### src/rtl/dmem_arbiter_if.sv
// Bundle of CPU port, port-1 (debug/display) port and DMEM bus signals
// shared between the data-memory arbiter and its neighbours.
interface dmem_arbiter_if #(
  parameter int ADDR_W = 11,
  parameter int DATA_W = 32
);
  logic              cpu_r;
  logic              cpu_w;
  logic [ADDR_W-1:0] cpu_addr;
  logic [DATA_W-1:0] cpu_wdata;
  logic [DATA_W-1:0] cpu_rdata;
  logic              cpu_stall;

  logic              p1_req;
  logic              p1_we;
  logic [ADDR_W-1:0] p1_addr;
  logic [DATA_W-1:0] p1_wdata;
  logic              p1_ack;
  logic [DATA_W-1:0] p1_rdata;

  logic              mem_ena;
  logic              mem_r;
  logic              mem_w;
  logic [ADDR_W-1:0] mem_addr;
  logic [DATA_W-1:0] mem_wdata;
  logic [DATA_W-1:0] mem_rdata;
  logic              grant_p1;

  modport slave (
    input  cpu_r, cpu_w, cpu_addr, cpu_wdata,
    output cpu_rdata, cpu_stall,
    input  p1_req, p1_we, p1_addr, p1_wdata,
    output p1_ack, p1_rdata,
    output mem_ena, mem_r, mem_w, mem_addr, mem_wdata,
    input  mem_rdata,
    output grant_p1
  );

  modport master (
    output cpu_r, cpu_w, cpu_addr, cpu_wdata,
    input  cpu_rdata, cpu_stall,
    output p1_req, p1_we, p1_addr, p1_wdata,
    input  p1_ack, p1_rdata,
    input  mem_ena, mem_r, mem_w, mem_addr, mem_wdata,
    output mem_rdata,
    input  grant_p1
  );
endinterface

### src/rtl/dmem_arbiter.sv
// Two-port DMEM arbiter: CPU has fixed priority, port 1 waits up to
// MAX_WAIT cycles before the CPU is stalled for one forced port-1 access.
module dmem_arbiter #(
  parameter int ADDR_W   = 11,
  parameter int DATA_W   = 32,
  parameter int MAX_WAIT = 8
) (
  input logic           clk,
  input logic           rst,
  dmem_arbiter_if.slave bus
);

  typedef enum logic [1:0] {S_IDLE, S_WAIT, S_FORCE, S_DONE} state_e;

  state_e            state_q;
  logic [7:0]        cnt_q;
  logic              cpu_stall_q;
  logic              p1_ack_q;
  logic [DATA_W-1:0] p1_rdata_q;

  logic              cpu_busy;
  logic              grant;
  logic              mem_r;
  logic              mem_w;
  logic [ADDR_W-1:0] mem_addr;
  logic [DATA_W-1:0] mem_wdata;

  assign cpu_busy = bus.cpu_r | bus.cpu_w;

  // Grant is decided in the same cycle as the request so an idle CPU costs
  // port 1 no latency; it is held off while reset is asserted.
  // NOTE: every signal assigned in always_comb gets a default first so no latch is inferred.
  always_comb begin
    grant = 1'b0;
    if (rst) begin
      unique case (state_q)
        S_IDLE, S_WAIT: grant = bus.p1_req & ~cpu_busy;
        S_FORCE:        grant = 1'b1;
        default:        grant = 1'b0;
      endcase
    end
  end

  always_comb begin
    mem_addr  = bus.cpu_addr;
    mem_wdata = bus.cpu_wdata;
    mem_r     = bus.cpu_r & ~cpu_stall_q;
    mem_w     = bus.cpu_w & ~cpu_stall_q;
    if (grant) begin
      mem_addr  = bus.p1_addr;
      mem_wdata = bus.p1_wdata;
      mem_r     = ~bus.p1_we;
      mem_w     = bus.p1_we;
    end
  end

  // NOTE: sequential state uses non-blocking assignments so every register samples pre-edge values.
  always_ff @(posedge clk or negedge rst) begin
    if (!rst) begin
      state_q     <= S_IDLE;
      cnt_q       <= 8'd0;
      cpu_stall_q <= 1'b0;
      p1_ack_q    <= 1'b0;
      p1_rdata_q  <= '0;
    end else begin
      cpu_stall_q <= 1'b0;
      p1_ack_q    <= 1'b0;
      if (grant && !bus.p1_we) p1_rdata_q <= bus.mem_rdata;

      unique case (state_q)
        S_IDLE: begin
          if (bus.p1_req && !cpu_busy) begin
            state_q  <= S_DONE;
            p1_ack_q <= 1'b1;
          end else if (bus.p1_req) begin
            state_q <= S_WAIT;
            cnt_q   <= 8'd1;
          end
        end
        S_WAIT: begin
          if (!bus.p1_req) begin
            state_q <= S_IDLE;
            cnt_q   <= 8'd0;
          end else if (!cpu_busy) begin
            state_q  <= S_DONE;
            p1_ack_q <= 1'b1;
            cnt_q    <= 8'd0;
          end else if (cnt_q == 8'(MAX_WAIT - 1)) begin
            state_q     <= S_FORCE;
            cpu_stall_q <= 1'b1;
          end else begin
            cnt_q <= cnt_q + 8'd1;
          end
        end
        S_FORCE: begin
          state_q  <= S_DONE;
          p1_ack_q <= 1'b1;
          cnt_q    <= 8'd0;
        end
        default: state_q <= S_IDLE;
      endcase
    end
  end

  assign bus.cpu_rdata = bus.mem_rdata;
  assign bus.cpu_stall = cpu_stall_q;
  assign bus.p1_ack    = p1_ack_q;
  assign bus.p1_rdata  = p1_rdata_q;
  assign bus.grant_p1  = grant;
  assign bus.mem_r     = mem_r;
  assign bus.mem_w     = mem_w;
  assign bus.mem_ena   = mem_r | mem_w;
  assign bus.mem_addr  = mem_addr;
  assign bus.mem_wdata = mem_wdata;

endmodule
### src/flat_wrapper.sv
// flat-port wrapper written by rule: the top's interface ports become plain ports
module dmem_arbiter_flat 
#(
  parameter int ADDR_W   = 11,
  parameter int DATA_W   = 32,
  parameter int MAX_WAIT = 8
)
  (clk, rst, bus_cpu_r, bus_cpu_w, bus_cpu_addr, bus_cpu_wdata, bus_cpu_rdata, bus_cpu_stall, bus_p1_req, bus_p1_we, bus_p1_addr, bus_p1_wdata, bus_p1_ack, bus_p1_rdata, bus_mem_ena, bus_mem_r, bus_mem_w, bus_mem_addr, bus_mem_wdata, bus_mem_rdata, bus_grant_p1);
  dmem_arbiter_if #(.ADDR_W(ADDR_W), .DATA_W(DATA_W)) bus_i ();
  input logic clk;
  input logic rst;
  input wire logic [$bits(bus_i.cpu_r)-1:0] bus_cpu_r;
  input wire logic [$bits(bus_i.cpu_w)-1:0] bus_cpu_w;
  input wire logic [$bits(bus_i.cpu_addr)-1:0] bus_cpu_addr;
  input wire logic [$bits(bus_i.cpu_wdata)-1:0] bus_cpu_wdata;
  output wire logic [$bits(bus_i.cpu_rdata)-1:0] bus_cpu_rdata;
  output wire logic [$bits(bus_i.cpu_stall)-1:0] bus_cpu_stall;
  input wire logic [$bits(bus_i.p1_req)-1:0] bus_p1_req;
  input wire logic [$bits(bus_i.p1_we)-1:0] bus_p1_we;
  input wire logic [$bits(bus_i.p1_addr)-1:0] bus_p1_addr;
  input wire logic [$bits(bus_i.p1_wdata)-1:0] bus_p1_wdata;
  output wire logic [$bits(bus_i.p1_ack)-1:0] bus_p1_ack;
  output wire logic [$bits(bus_i.p1_rdata)-1:0] bus_p1_rdata;
  output wire logic [$bits(bus_i.mem_ena)-1:0] bus_mem_ena;
  output wire logic [$bits(bus_i.mem_r)-1:0] bus_mem_r;
  output wire logic [$bits(bus_i.mem_w)-1:0] bus_mem_w;
  output wire logic [$bits(bus_i.mem_addr)-1:0] bus_mem_addr;
  output wire logic [$bits(bus_i.mem_wdata)-1:0] bus_mem_wdata;
  input wire logic [$bits(bus_i.mem_rdata)-1:0] bus_mem_rdata;
  output wire logic [$bits(bus_i.grant_p1)-1:0] bus_grant_p1;
  assign bus_i.cpu_r = bus_cpu_r;
  assign bus_i.cpu_w = bus_cpu_w;
  assign bus_i.cpu_addr = bus_cpu_addr;
  assign bus_i.cpu_wdata = bus_cpu_wdata;
  assign bus_cpu_rdata = bus_i.cpu_rdata;
  assign bus_cpu_stall = bus_i.cpu_stall;
  assign bus_i.p1_req = bus_p1_req;
  assign bus_i.p1_we = bus_p1_we;
  assign bus_i.p1_addr = bus_p1_addr;
  assign bus_i.p1_wdata = bus_p1_wdata;
  assign bus_p1_ack = bus_i.p1_ack;
  assign bus_p1_rdata = bus_i.p1_rdata;
  assign bus_mem_ena = bus_i.mem_ena;
  assign bus_mem_r = bus_i.mem_r;
  assign bus_mem_w = bus_i.mem_w;
  assign bus_mem_addr = bus_i.mem_addr;
  assign bus_mem_wdata = bus_i.mem_wdata;
  assign bus_i.mem_rdata = bus_mem_rdata;
  assign bus_grant_p1 = bus_i.grant_p1;
  dmem_arbiter #(.ADDR_W(ADDR_W), .DATA_W(DATA_W), .MAX_WAIT(MAX_WAIT)) u_core (.clk(clk), .rst(rst), .bus(bus_i));
endmodule
### config.mk
export PLATFORM = sky130hd
export DESIGN_NAME = dmem_arbiter_flat
export DESIGN_NICKNAME = d
export VERILOG_FILES = /design/src/rtl/dmem_arbiter_if.sv /design/src/rtl/dmem_arbiter.sv /design/src/flat_wrapper.sv
export SDC_FILE = /design/constraint.sdc
export NUM_CORES = 1
export LEC_CHECK = 0
export ABC_AREA = 1
export BUFFER_PORTS_ARGS = -buffer_cell sky130_fd_sc_hd__buf_2
export CAP_MARGIN = 20
export CORE_AREA = 2 2 91 93
export CTS_BUF_LIST = sky130_fd_sc_hd__clkbuf_4
export DETAILED_ROUTE_END_ITERATION = 16
export DIE_AREA = 0 0 93 95
export PLACE_DENSITY = 0.8
export SLEW_MARGIN = 25
export SYNTH_ARGS = -nofsm -noshare
export SYNTH_HDL_FRONTEND = slang
export SYNTH_SLANG_ARGS = --single-unit
### constraint.sdc
create_clock -name clk -period 3.3 [get_ports clk]
set_clock_uncertainty 0.2 [all_clocks]
set_input_delay 0.495 -clock clk [delete_from_list [all_inputs] [get_ports clk]]
set_output_delay 0.495 -clock clk [all_outputs]
set_load 0.01 [all_outputs]
Word level (Yosys, flattened, before mapping). Cells that the tools add are included. W data, S select, Z words.

Equality and inequality tests: 8. Reductions and logical operators: 9. Bitwise operators: 8. Mux-type cells: 26. Add/subtract/negate cells: 1.

Operators with widths (number): $mux W8 (5); $mux W32 (1); $pmux W8 S3 (1); $mux W11 (1); $mux W1 (10); $mux W2 (5); $add A8 B1 Y8 const B (1); $eq A8 B3 Y1 const B (1); $ne A4 B4 Y1 const B (2); $pmux W2 S3 (1); $ne A2 B2 Y1 const B (2); $reduce_and A4 Y1 (1); $and A1 B1 Y1 (3); $ne A3 B2 Y1 const B (1); $not A1 Y1 (3); $pmux W1 S3 (1); $reduce_bool A3 Y1 (1); $eq A2 B1 Y1 const B (1); $eq A2 B2 Y1 const B (1); $logic_and A1 B1 Y1 (2); $logic_not A1 Y1 (2); $logic_not A2 Y1 (1); $or A1 B1 Y1 (2); $pmux W1 S2 (1); other kinds (2) (2).

Output and inout port bits: 113. Logic and storage cells: 57. Bits in registers: 44. Bits of input ports: 124.

Logic depth before layout (Yosys ltp). Gate-level depths: netlist of run 1.

Depth in word-level cells: 7. Mapped depth: 10. Gate-level depth less buffers: 10.

Least setup slack after synthesis of run 1. OpenSTA, ideal clock, no wires.

Path kind: input to output. Start point: input bus_cpu_r. End point: output bus_mem_addr[2]. Stages: 9. Data arrival time: 1329 ps. Slack: 1276 ps. Buffers on the path: 2. Required time: 2605 ps. Path through: nor2_4 -> nand3_1 -> o21ai_2 -> nand2_4 -> inv_2 -> buf_6 -> buf_6 -> nand2_1 -> nand2_1.

Word-level cells in the longest chain between the ends: 6.

RTL lines: start: declaration (line flat_wrapper.sv:12) `input wire logic [$bits(bus_i.cpu_r)-1:0] bus_cpu_r;`; $or A1 B1 Y1 (line dmem_arbiter.sv:28) `assign cpu_busy = bus.cpu_r | bus.cpu_w;`; $not A1 Y1 (line dmem_arbiter.sv:37) `S_IDLE, S_WAIT: grant = bus.p1_req & ~cpu_busy;`; $and A1 B1 Y1 (line dmem_arbiter.sv:37); $pmux W1 S2 (line dmem_arbiter.sv:36) `unique case (state_q)`; $mux W1 (line dmem_arbiter.sv:35) `if (rst) begin`; $mux W11 (line dmem_arbiter.sv:49) `if (grant) begin`; end: declaration (line flat_wrapper.sv:27) `output wire logic [$bits(bus_i.mem_addr)-1:0] bus_mem_addr;`.

No other way between the ends.

Worst setup path in the final report of run 1.
Start point: register u_core.state_q[1]. End point: output bus_mem_addr[5].

Word-level cells in the longest chain between the ends: 5. Elaborated cells on any way between the ends: 7. Classes of those cells: eq/ne: 2; mux: 3; reduce/logical: 2.

RTL lines: start: declaration (line dmem_arbiter.sv:15) `state_e state_q;`; start signal: assignment (line dmem_arbiter.sv:60) `state_q <= S_IDLE;`; start signal: assignment (line dmem_arbiter.sv:73) `state_q <= S_DONE;`; start signal: assignment (line dmem_arbiter.sv:76) `state_q <= S_WAIT;`; $eq A2 B1 Y1 or $logic_not A2 Y1 (tied branches) (line dmem_arbiter.sv:36); $reduce_or A2 Y1 (line dmem_arbiter.sv:36); $pmux W1 S2 (*) (line dmem_arbiter.sv:36); $mux W1 (*) (line dmem_arbiter.sv:35); $mux W11 (*) (line dmem_arbiter.sv:49).

Mark *: on every way between the ends. The rest lies on a longest branch, timed or not.

==> results of run 1 <==
[path summary, 6_finish.rpt]
check / start / endpoint / slack (ps) / cells after the start
max: u_core.state_q[1] / bus_mem_addr[5] / 430 / 8
min in group clk: bus_mem_rdata[17] / u_core.bus.p1_rdata[17] / 190 / 3
max reg2reg: u_core.state_q[1] / u_core.cnt_q[6] / 1310 / 8
max in group asynchronous: rst / u_core.bus.p1_rdata[0] / 2420 / 2
min reg2reg: u_core.bus.p1_rdata[8] / u_core.bus.p1_rdata[8] / 300 / 2
min: rst / u_core.state_q[1] / 90 / 2
[report_power, final]
group	internal (mW)	leakage (nW)	switching (mW)
Sequential	0.745	0.560	0.116
Combinational	0.485	1.94	0.713
Clock	0.0897	0.0293	0.169
[metrics by stage]
stage / utilization / instance area, um2 / hold WS [ps] / power [mW] / worst slack (ps)
6_report: 0.492 / 3900 / 90.0 / 2.32 / 430
5_1_grt: 0.492 / 3900 / 121 / 2.55 / 286
4_1_cts: 0.492 / 3900 / 81.4 / 2.35 / 393
3_5_place_dp: 0.485 / 3850 / 269 / 2.08 / 625
3_3_place_gp: 0.485 / 3850 / 263 / 2.03 / 704
2_1_floorplan: - / 2890 / -0.591 / 1.60 / 1280
[final cells by class]
cell class,count,share of cell area
Clock buffer,6,0.0115
Timing Repair Buffer,239,0.308
Sequential cell,44,0.282
Inverter,52,0.0500
Multi-Input combinational cell,281,0.312
Tap cell,105,0.0337
Clock inverter,2,0.00288
[critical path: cells and delay by family (launching register included)]
kind / cells / cell delay, ps
AND/OR/NAND/NOR: 4 / 450
AO/OA/AOI/OAI: 1 / 120
flip-flops: 1 / 450
buffers and inverters: 3 / 790
[cell usage after synthesis (2+ instances only)]
cell type	count
o21ai_1	21
buf_2	2
nand2_1	193
a21oi_1	5
dfrtp_1	44
ha_1	5
buf_6	10
nor2_1	18
buf_4	32
o21ai_2	2
clkbuf_1	4
nand3_1	15
o21ai_0	13
inv_1	51
[routing by layer]
metal	vias to the layer above	wire (um)	GRT usage
met3	4	717	0.0423
met4	0	35	0.0368
met1	1429	3580	0.233
li1	1649	-	-
met2	136	4500	0.321
met5	-	0	0
[logic make-up (layout without fill, tap and decap cells)]
kind of cell / Yosys count / in the layout / synth area share
compound gates: 43 / 43 / 0.0784
xor+xnor: 1 / 1 / 0.00303
fa+ha+maj: 5 / 5 / 0.0216
buf+inv: 100 / 299 / 0.198
flops: 44 / 44 / 0.381
simple gates: 232 / 232 / 0.318
[flip-flops by register name, indices dropped and copies added (netlist names)]
register	flops
u_core.cnt_q	8
u_core.bus.cpu_stall	1
u_core.bus.p1_ack	1
u_core.state_q	2
u_core.bus.p1_rdata	32
==> summary.md, run 1 <==
| Metric | Value |
|---|---|
| Post-synth EDFFs | 0 |
| Final wirelength | 8840 um |
| Largest cells by area after synthesis | dfrtp_1 38%, nand2_1 25%, buf_4 8.3%, inv_1 6.6%, buf_6 3.9% |
| Critical Path Slowest Stage Cell | inv_2 |
| Peak supply drop | 0.000228 V |
| Finish-stage setup viols | 0 |
| Maximum clock path buffer count | 2 |
| Max-capacitance violation count | 0 |
| Setup crit end kind | output port |
| Number of remaining DRC errors | 0 |
| Die Area | 8840 um2 |
| Slew headroom | 0.530 |
| Hold/Removal Path Class | in -> async |
| DP Cell Count | 721 |
| Fin crit period | 2870 ps |
| Initial antenna violation count | 0 |
| Critical path class | reg -> out |
| Syn Area/Cell | about 6.8 um2 |
| Worst-path clk slew | 130 ps |
| Power per cell area | 594 nW/um2 |
| Crit path DAT | 2170 ps |
| Most frequent cells in the layout | 236 x buf_2, 193 x nand2_1, 51 x inv_1 |
| CP dominant cell by count | nand2_1 |
| Fillers | 780 |
| Largest net degree at the start of global routing | 65 |
| CTS Buf Count | 5 |
| Via Count | between 3000 and 4000 |
| Fin cells | 729 |
| Clock Tree Root | clkbuf_4 |
| Status | finished, final reports clean |
| Cell taking the most area after synthesis | dfrtp_1 |
| Register area share after synthesis | 0.381 |
| First-pass GRT wire length | around 13000 um |
| Worst path max stage delay | 520 ps |
| Post-synthesis async set-or-reset flop share | 1.00 |
| Most common cell after layout, fill and taps aside | buf_2 |
| Final Hold Vio Count | 0 |
| Row cnt | 33 |
| Max Fclk | between 300 and 400 MHz |
| Crit-path max FO | 47 |
| Die Wd | slightly above 90 um |
| Post-CTS setup buffers | 0 |
| Synthesized area | 2890 um2 |
| DR iter-0 viols | 147 |
| Routed Antenna Nets | 0 |
| Syn nets | 554 |
| Final Slew Violations | 0 |
| PortBufs | 236 |
| GRT overflow | 0 |
| Nets | 752 |
| Clk sinks | 44 |
| Distinct cell type count after synthesis | 24 |
| Final HPWL DP | 7030 um |
| Cells after Synth | 425 |
| Vias in the first global route | 2789 |
| Yosys top cell area share | 0.381 |
| # IOs | 237 |
| Crit-path cells | inv_1 -> nand3_1 -> o21ai_2 -> nand2_4 -> inv_2 -> nand2_1 -> nand2_1 -> buf_2 |
| Final setup TNS | 0 ps |
| Worst slew pin tran | approximately 700 ps |
| Gr usage total | 0.183 |
| H-tree Lvls | 2 |
| Multi-input logic area | 1220 um2 |
| Skew-Pair Late Insertion Delay | approximately 340 ps |
| Vias per cell | 4.41 |
| Starting density of the core | 0.365 |
| Synthesis-stage register bit count | 44 |
| Worst Setup Start Kind | flip-flop |
| Warnings, synthesis | 0 |
| Routed WL per cell | approximately 12 um |
| Leak | between 2 and 3 nW |
| Post-CTS Resized | 0 |
| Share of cells above drive strength 1 | 0.404 |
| Core Box Area | 7930 um2 |
| Drt first pass iters | 6 |
| Antenna cells | 0 |
| Register area | 1100 um2 |
| Critical path required time | 2600 ps |
| CTS tree | done |
| GPL Wtd Cong | 0.848 |
| Synth Flop Type | dfrtp_1 |
| Die Y | 95 um |
| Area Growth Syn to Fin | 35.1% |
| Tcrit/Tclk final | 0.870 |
| RSZ-0062 raised after global routing | no |
| Cts hold-fix bufs | 0 |
(Power assumes the default switching activity.)
==> run 2: changes to the inputs <==
- BUFFER_PORTS_ARGS: -buffer_cell sky130_fd_sc_hd__buf_2 -> not set
- DONT_BUFFER_PORTS: not set -> 1
- PLACE_DENSITY: 0.8 -> 0.54
==> run 2 against run 1 <==
  * Critical path depth is 1 lower
  * Non-clock buffer count is 234 lower
  * Sequential power is 15% higher
  * Design area is 29% lower
  * Die area stayed put
==> summary.md, run 2 (same netlist as run 1, synthesis figures left out) <==
| Metric | Value |
|---|---|
| Post-CTS setup buffers | 0 |
| Post-CTS Resized | 0 |
| Drt first pass iters | 4 |
| Max-capacitance violation count | 0 |
| Number of remaining DRC errors | 0 |
| Hold/Removal Path Class | in -> reg |
| Crit-path max FO | between 40 and 50 |
| Cell family with the largest share of critical-path delay | buffers and inverters |
| Register area | 1100 um2 |
| Starting density of the core | 0.365 |
| Clk sinks | 44 |
| Final HPWL DP | 5400 um |
| Final setup TNS | 0 ps |
| Skew-Pair Late Insertion Delay | 350 ps |
| H-tree Lvls | 2 |
| Fin crit period | roughly 2900 ps |
| Die Y | 95 um |
| Hold depth | 2 |
| FF-to-FF setup slack | approximately 1400 ps |
| Gr usage total | 0.150 |
| Final Slew Violations | 0 |
| Crit. Startpoint | u_core.state_q[1] |
| Largest net degree at the start of global routing | 65 |
| Final wirelength | 6980 um |
| Leak | 1.61 nW |
| CP dominant cell by count | nand2_1 |
| Max Fclk | roughly 350 MHz |
| Vias per cell | 4.70 |
| Maximum clock path buffer count | 2 |
| First-pass GRT wire length | around 10000 um |
| Finish-stage setup viols | 0 |
| Clock Tree Root | clkbuf_4 |
| Most frequent cells in the layout | 193 x nand2_1, 51 x inv_1, 44 x dfrtp_1 |
| Final core occ | 0.351 |
| Via Count | 2332 |
| Crit-path cells | inv_1 -> nand3_1 -> o21ai_2 -> nand2_4 -> inv_2 -> nand2_1 -> nand2_1 |
| Slew headroom | 0.490 |
| Routed WL per cell | between 10 and 15 um |
| Gr busiest metal | met2 |
| Tcrit/Tclk final | 0.869 |
| Worst path max stage delay | 560 ps |
| Pre-CTS setup slack | approximately 750 ps |
| Crit path DAT | 2170 ps |
| Worst slew pin tran | ~760 ps |
| CTS tree | done |
| Die Wd | 93 um |
| FF-to-FF End | u_core.cnt_q[6] |
| Routed Antenna Nets | 0 |
| GRT overflow | 0 |
| Core Box Area | around 7900 um2 |
| DR iter-0 viols | ~130 |
| Worst reg2reg path depth | 8 |
| Hold_sp | bus_mem_rdata[15] |
| Hold endpoint | u_core.bus.p1_rdata[15] |
| Worst Setup Start Kind | flip-flop |
| Area Growth Syn to Fin | -3.59% |
| Most common cell after layout, fill and taps aside | nand2_1 |
| RSZ-0062 raised after global routing | no |
| Share of cells above drive strength 1 | 0.0436 |
| Multi-input logic area | ~1200 um2 |
| DP Cell Count | 485 |
| Critical path class | reg -> out |
| Fillers | just under 900 |
| Final Hold Vio Count | 0 |
| Worst-path clk slew | about 140 ps |
| # IOs | 237 |
| GPL Wtd Cong | ~0.84 |
| Met1 Use GR | 0.193 |
| Critical Path Slowest Stage Cell | inv_2 |
| Vias in the first global route | between 1500 and 2000 |
| Nets | 518 |
| Peak supply drop | 0.000342 V |
| PortBufs | 0 |
| Critical path required time | 2600 ps |
| Row cnt | 33 |
| Power per cell area | 726 nW/um2 |
| M2 GR Usage | 0.252 |
| R2R Path Start | u_core.state_q[1] |
| Status | finished, final reports clean |
| Initial antenna violation count | 1 |
| Die Area | 8840 um2 |
| Largest register FFs | 32 |
| CTS Buf Count | 5 |
| Placed inst area | 2670 um2 |
| Buf/Inv on CP | 2 |
| PnR worst setup slack | 434 ps |
| Finished Cell Area | 2790 um2 |
| GRT met3 Usage | 0.0287 |
| Setup crit end kind | output port |
| Cts hold-fix bufs | 2 |
| Fin cells | 496 |
==> run 2: changes by cell type in the layout (fill, tap and decap cells not counted) <==
cell	previous run	this run
clkinvlp_4	1	0
buf_2	236	0
bufinv_16	0	1
dlygate4sd3_1	0	1
buf_16	0	1
clkinv_4	0	1
diode_2	0	1
clkbuf_4	6	5
==> run 2: final cells by class <==
class,instances,area share
multi-input combinational,281,0.436
tap,105,0.0471
antenna,1,0.000898
sequential,44,0.395
timing repair buffer,5,0.0216
clock inverter,3,0.0153
clock buffer,5,0.0135
inverter,52,0.0700
==> run 2: worst register-to-register path: cells and delay by family (launching register included) <==
kind / cells / cell delay, ps
fa+ha+maj: 1 / 210
flops: 1 / 430
compound gates: 1 / 110
simple gates: 5 / 760
buf+inv: 1 / 140
==> run 2: stage by stage <==
step                      power (mW)  hold slack, ps
final                           2.02            41.6
after global routing            2.22            24.4
after CTS                       2.06            23.9
after detailed placement        1.69           0.451
after global placement          1.68           0.265
after floorplan                 1.60          -0.591
==> run 2: worst max-delay path by stage <==
stage | end | slack (ps) | cells after the start
after floorplan | bus_mem_addr[2] | 1280 | 9
after global placement | bus_mem_wdata[27] | 790 | 7
after detailed placement | bus_mem_wdata[28] | 750 | 7
after CTS | bus_mem_wdata[28] | 400 | 7
after global routing | bus_mem_r | 230 | 7
final | bus_mem_wdata[28] | 430 | 7
==> run 2: power breakdown <==
group	internal, mW	total (mW)	switching (mW)
sequential	0.746	0.986	0.240
combinational	0.229	0.699	0.470
clock	0.158	0.339	0.180
total	1.13	2.02	0.890
==> run 2: routing by layer <==
metal	share of wire	up-vias	wire length [um]
met5	0	-	0
met4	0.0097	0	68
met3	0.076	10	533
met2	0.49	112	3440
met1	0.42	1030	2940
li1	-	1180	-
==> run 3: changes to the inputs <==
- clock period: 3.3 -> 3.46 ns (I/O delays scaled with it)
==> run 3 against run 2 <==
  * Global-route usage down 0.33 points
  * Die area unchanged
  * Clock power down 25%
  * Final cell count down 0.20%
  * Power down 8.1%
  * Sequential cell count unchanged
  * Via count down 0.21%
  * Routed wire length up 1.4%
  * Largest cell class unchanged
==> summary.md, run 3 (same netlist as run 1, synthesis figures left out) <==
| Metric | Value |
|---|---|
| Status | finished, final reports clean |
| Nets | 518 |
| Max-capacitance violation count | 0 |
| GPL Wtd Cong | ~0.84 |
| Crit path DAT | 2150 ps |
| Fin cells | between 400 and 500 |
| Critical Path Slowest Stage Cell | inv_2 |
| Maximum clock path buffer count | 2 |
| PortBufs | 0 |
| Fillers | 867 |
| Register area | 1100 um2 |
| Die Y | around 95 um |
| Vias per cell | 4.70 |
| Area Growth Syn to Fin | -4.50% |
| RSZ-0062 raised after global routing | no |
| Crit-path max FO | 47 |
| Max Fclk | 349 MHz |
| Die Area | 8840 um2 |
| Drt first pass iters | 4 |
| Leak | 1.59 nW |
| Multi-input logic area | 1220 um2 |
| Worst path max stage delay | 540 ps |
| Final setup TNS | 0 ps |
| Row cnt | 33 |
| Critical path class | reg -> out |
| Final Hold Vio Count | 0 |
| Starting density of the core | 0.365 |
| Most common cell after layout, fill and taps aside | nand2_1 |
| Buf/Inv on CP | 3 |
| Core Box Area | 7930 um2 |
| Worst slew pin tran | around 740 ps |
| Largest register FFs | 32 |
| Die Wd | 93 um |
| Via Count | between 2000 and 2500 |
| Most frequent cells in the layout | 193 x nand2_1, 51 x inv_1, 44 x dfrtp_1 |
| Routed WL per cell | about 14 um |
| Routed Antenna Nets | 0 |
| Finish-stage setup viols | 0 |
| Skew-Pair Late Insertion Delay | 350 ps |
| Slew headroom | 0.508 |
| Initial antenna violation count | 0 |
| # IOs | 237 |
| H-tree Lvls | 2 |
| DP Cell Count | just under 500 |
| DR iter-0 viols | 135 |
| Clock Tree Root | clkbuf_4 |
| FF-to-FF setup slack | 1510 ps |
| Setup crit end kind | output port |
| Vias in the first global route | 1900 |
| CTS Buf Count | 5 |
| Gr usage total | 0.147 |
| Clk sinks | 44 |
| Power per cell area | a little under 700 nW/um2 |
| Crit-path cells | inv_1 -> nand3_1 -> o21ai_2 -> nand2_4 -> inv_2 -> o21ai_0 -> buf_4 |
| CTS tree | done |
| Critical path required time | 2740 ps |
| Worst Setup Start Kind | flip-flop |
| Worst-path clk slew | between 100 and 150 ps |
| Final HPWL DP | between 5000 and 6000 um |
| Antenna cells | 0 |
| GRT overflow | 0 |
| Largest net degree at the start of global routing | 65 |
| Tcrit/Tclk final | 0.828 |
| Final Slew Violations | 0 |
| Share of cells above drive strength 1 | 0.0436 |
| Number of remaining DRC errors | 0 |
| Fin crit period | around 2900 ps |
| First-pass GRT wire length | 9820 um |
| Peak supply drop | roughly 0.00026 V |
| Cell family with the largest share of critical-path delay | buffers and inverters |
| Final wirelength | 7080 um |
| Hold/Removal Path Class | in -> reg |
-- run 3: changes by cell type in the layout (fill, tap and decap cells not counted), sizes merged --
| cell | change |
|---|---|
| bufinv | -1 |
| clkinv | -1 |
| clkinvlp | +1 |
| clkbuf | +1 |
| diode | -1 |
-- run 3: report_power, final --
group	total [mW]	switching (mW)	leakage, nW	internal [mW]
logic	0.663	0.445	1.00	0.218
registers	0.942	0.231	0.560	0.711
clock network	0.254	0.168	0.0293	0.0855
-- run 3: what timing repair did --
item	4_1_cts	5_1_grt
endpoints found under the hold margin	44	0
setup buffers	0	0
gates resized for setup	0	0
hold buffers	2	0
-- run 3: layout make-up --
class                   instances  area share
multi-input cells             281       0.441
flip-flops and latches         44       0.399
repair buffers                  5      0.0218
clock inverters                 2     0.00408
inverters                      52      0.0707
clock buffers                   6      0.0163
well taps                     105      0.0476
-- run 3: per-stage QoR --
stage	power, mW	util	area [um2]	hold slack [ps]	worst slack (ps)
finish	1.86	0.348	2760	76.2	594
global route	2.04	0.348	2760	61.2	397
CTS	1.89	0.348	2760	56.6	547
detailed placement	1.62	0.336	2670	24.4	879
global placement	1.59	0.336	2670	24.3	1010
floorplan	1.53	-	2890	23.4	1390
-- run 3: per-layer routing --
metal | track usage | vias to the layer above | share of wire
met4 | 0.0368 | 0 | 0.0068
met5 | 0 | - | 0
li1 | - | 1174 | -
met2 | 0.260 | 115 | 0.52
met1 | 0.185 | 1034 | 0.40
met3 | 0.0271 | 4 | 0.072
-- run 3: final timing paths --
kind,to,cells past startpoint,from
worst max-delay path,bus_mem_r,7,u_core.state_q[1]
worst min-delay path,u_core.bus.p1_rdata[19],2,bus_mem_rdata[19]
worst max register to register,u_core.cnt_q[6],8,u_core.state_q[1]
worst min register to register,u_core.cnt_q[1],2,u_core.cnt_q[1]
max in group asynchronous,u_core.bus.p1_rdata[28],2,rst
min in group asynchronous,u_core.bus.p1_rdata[9],2,rst
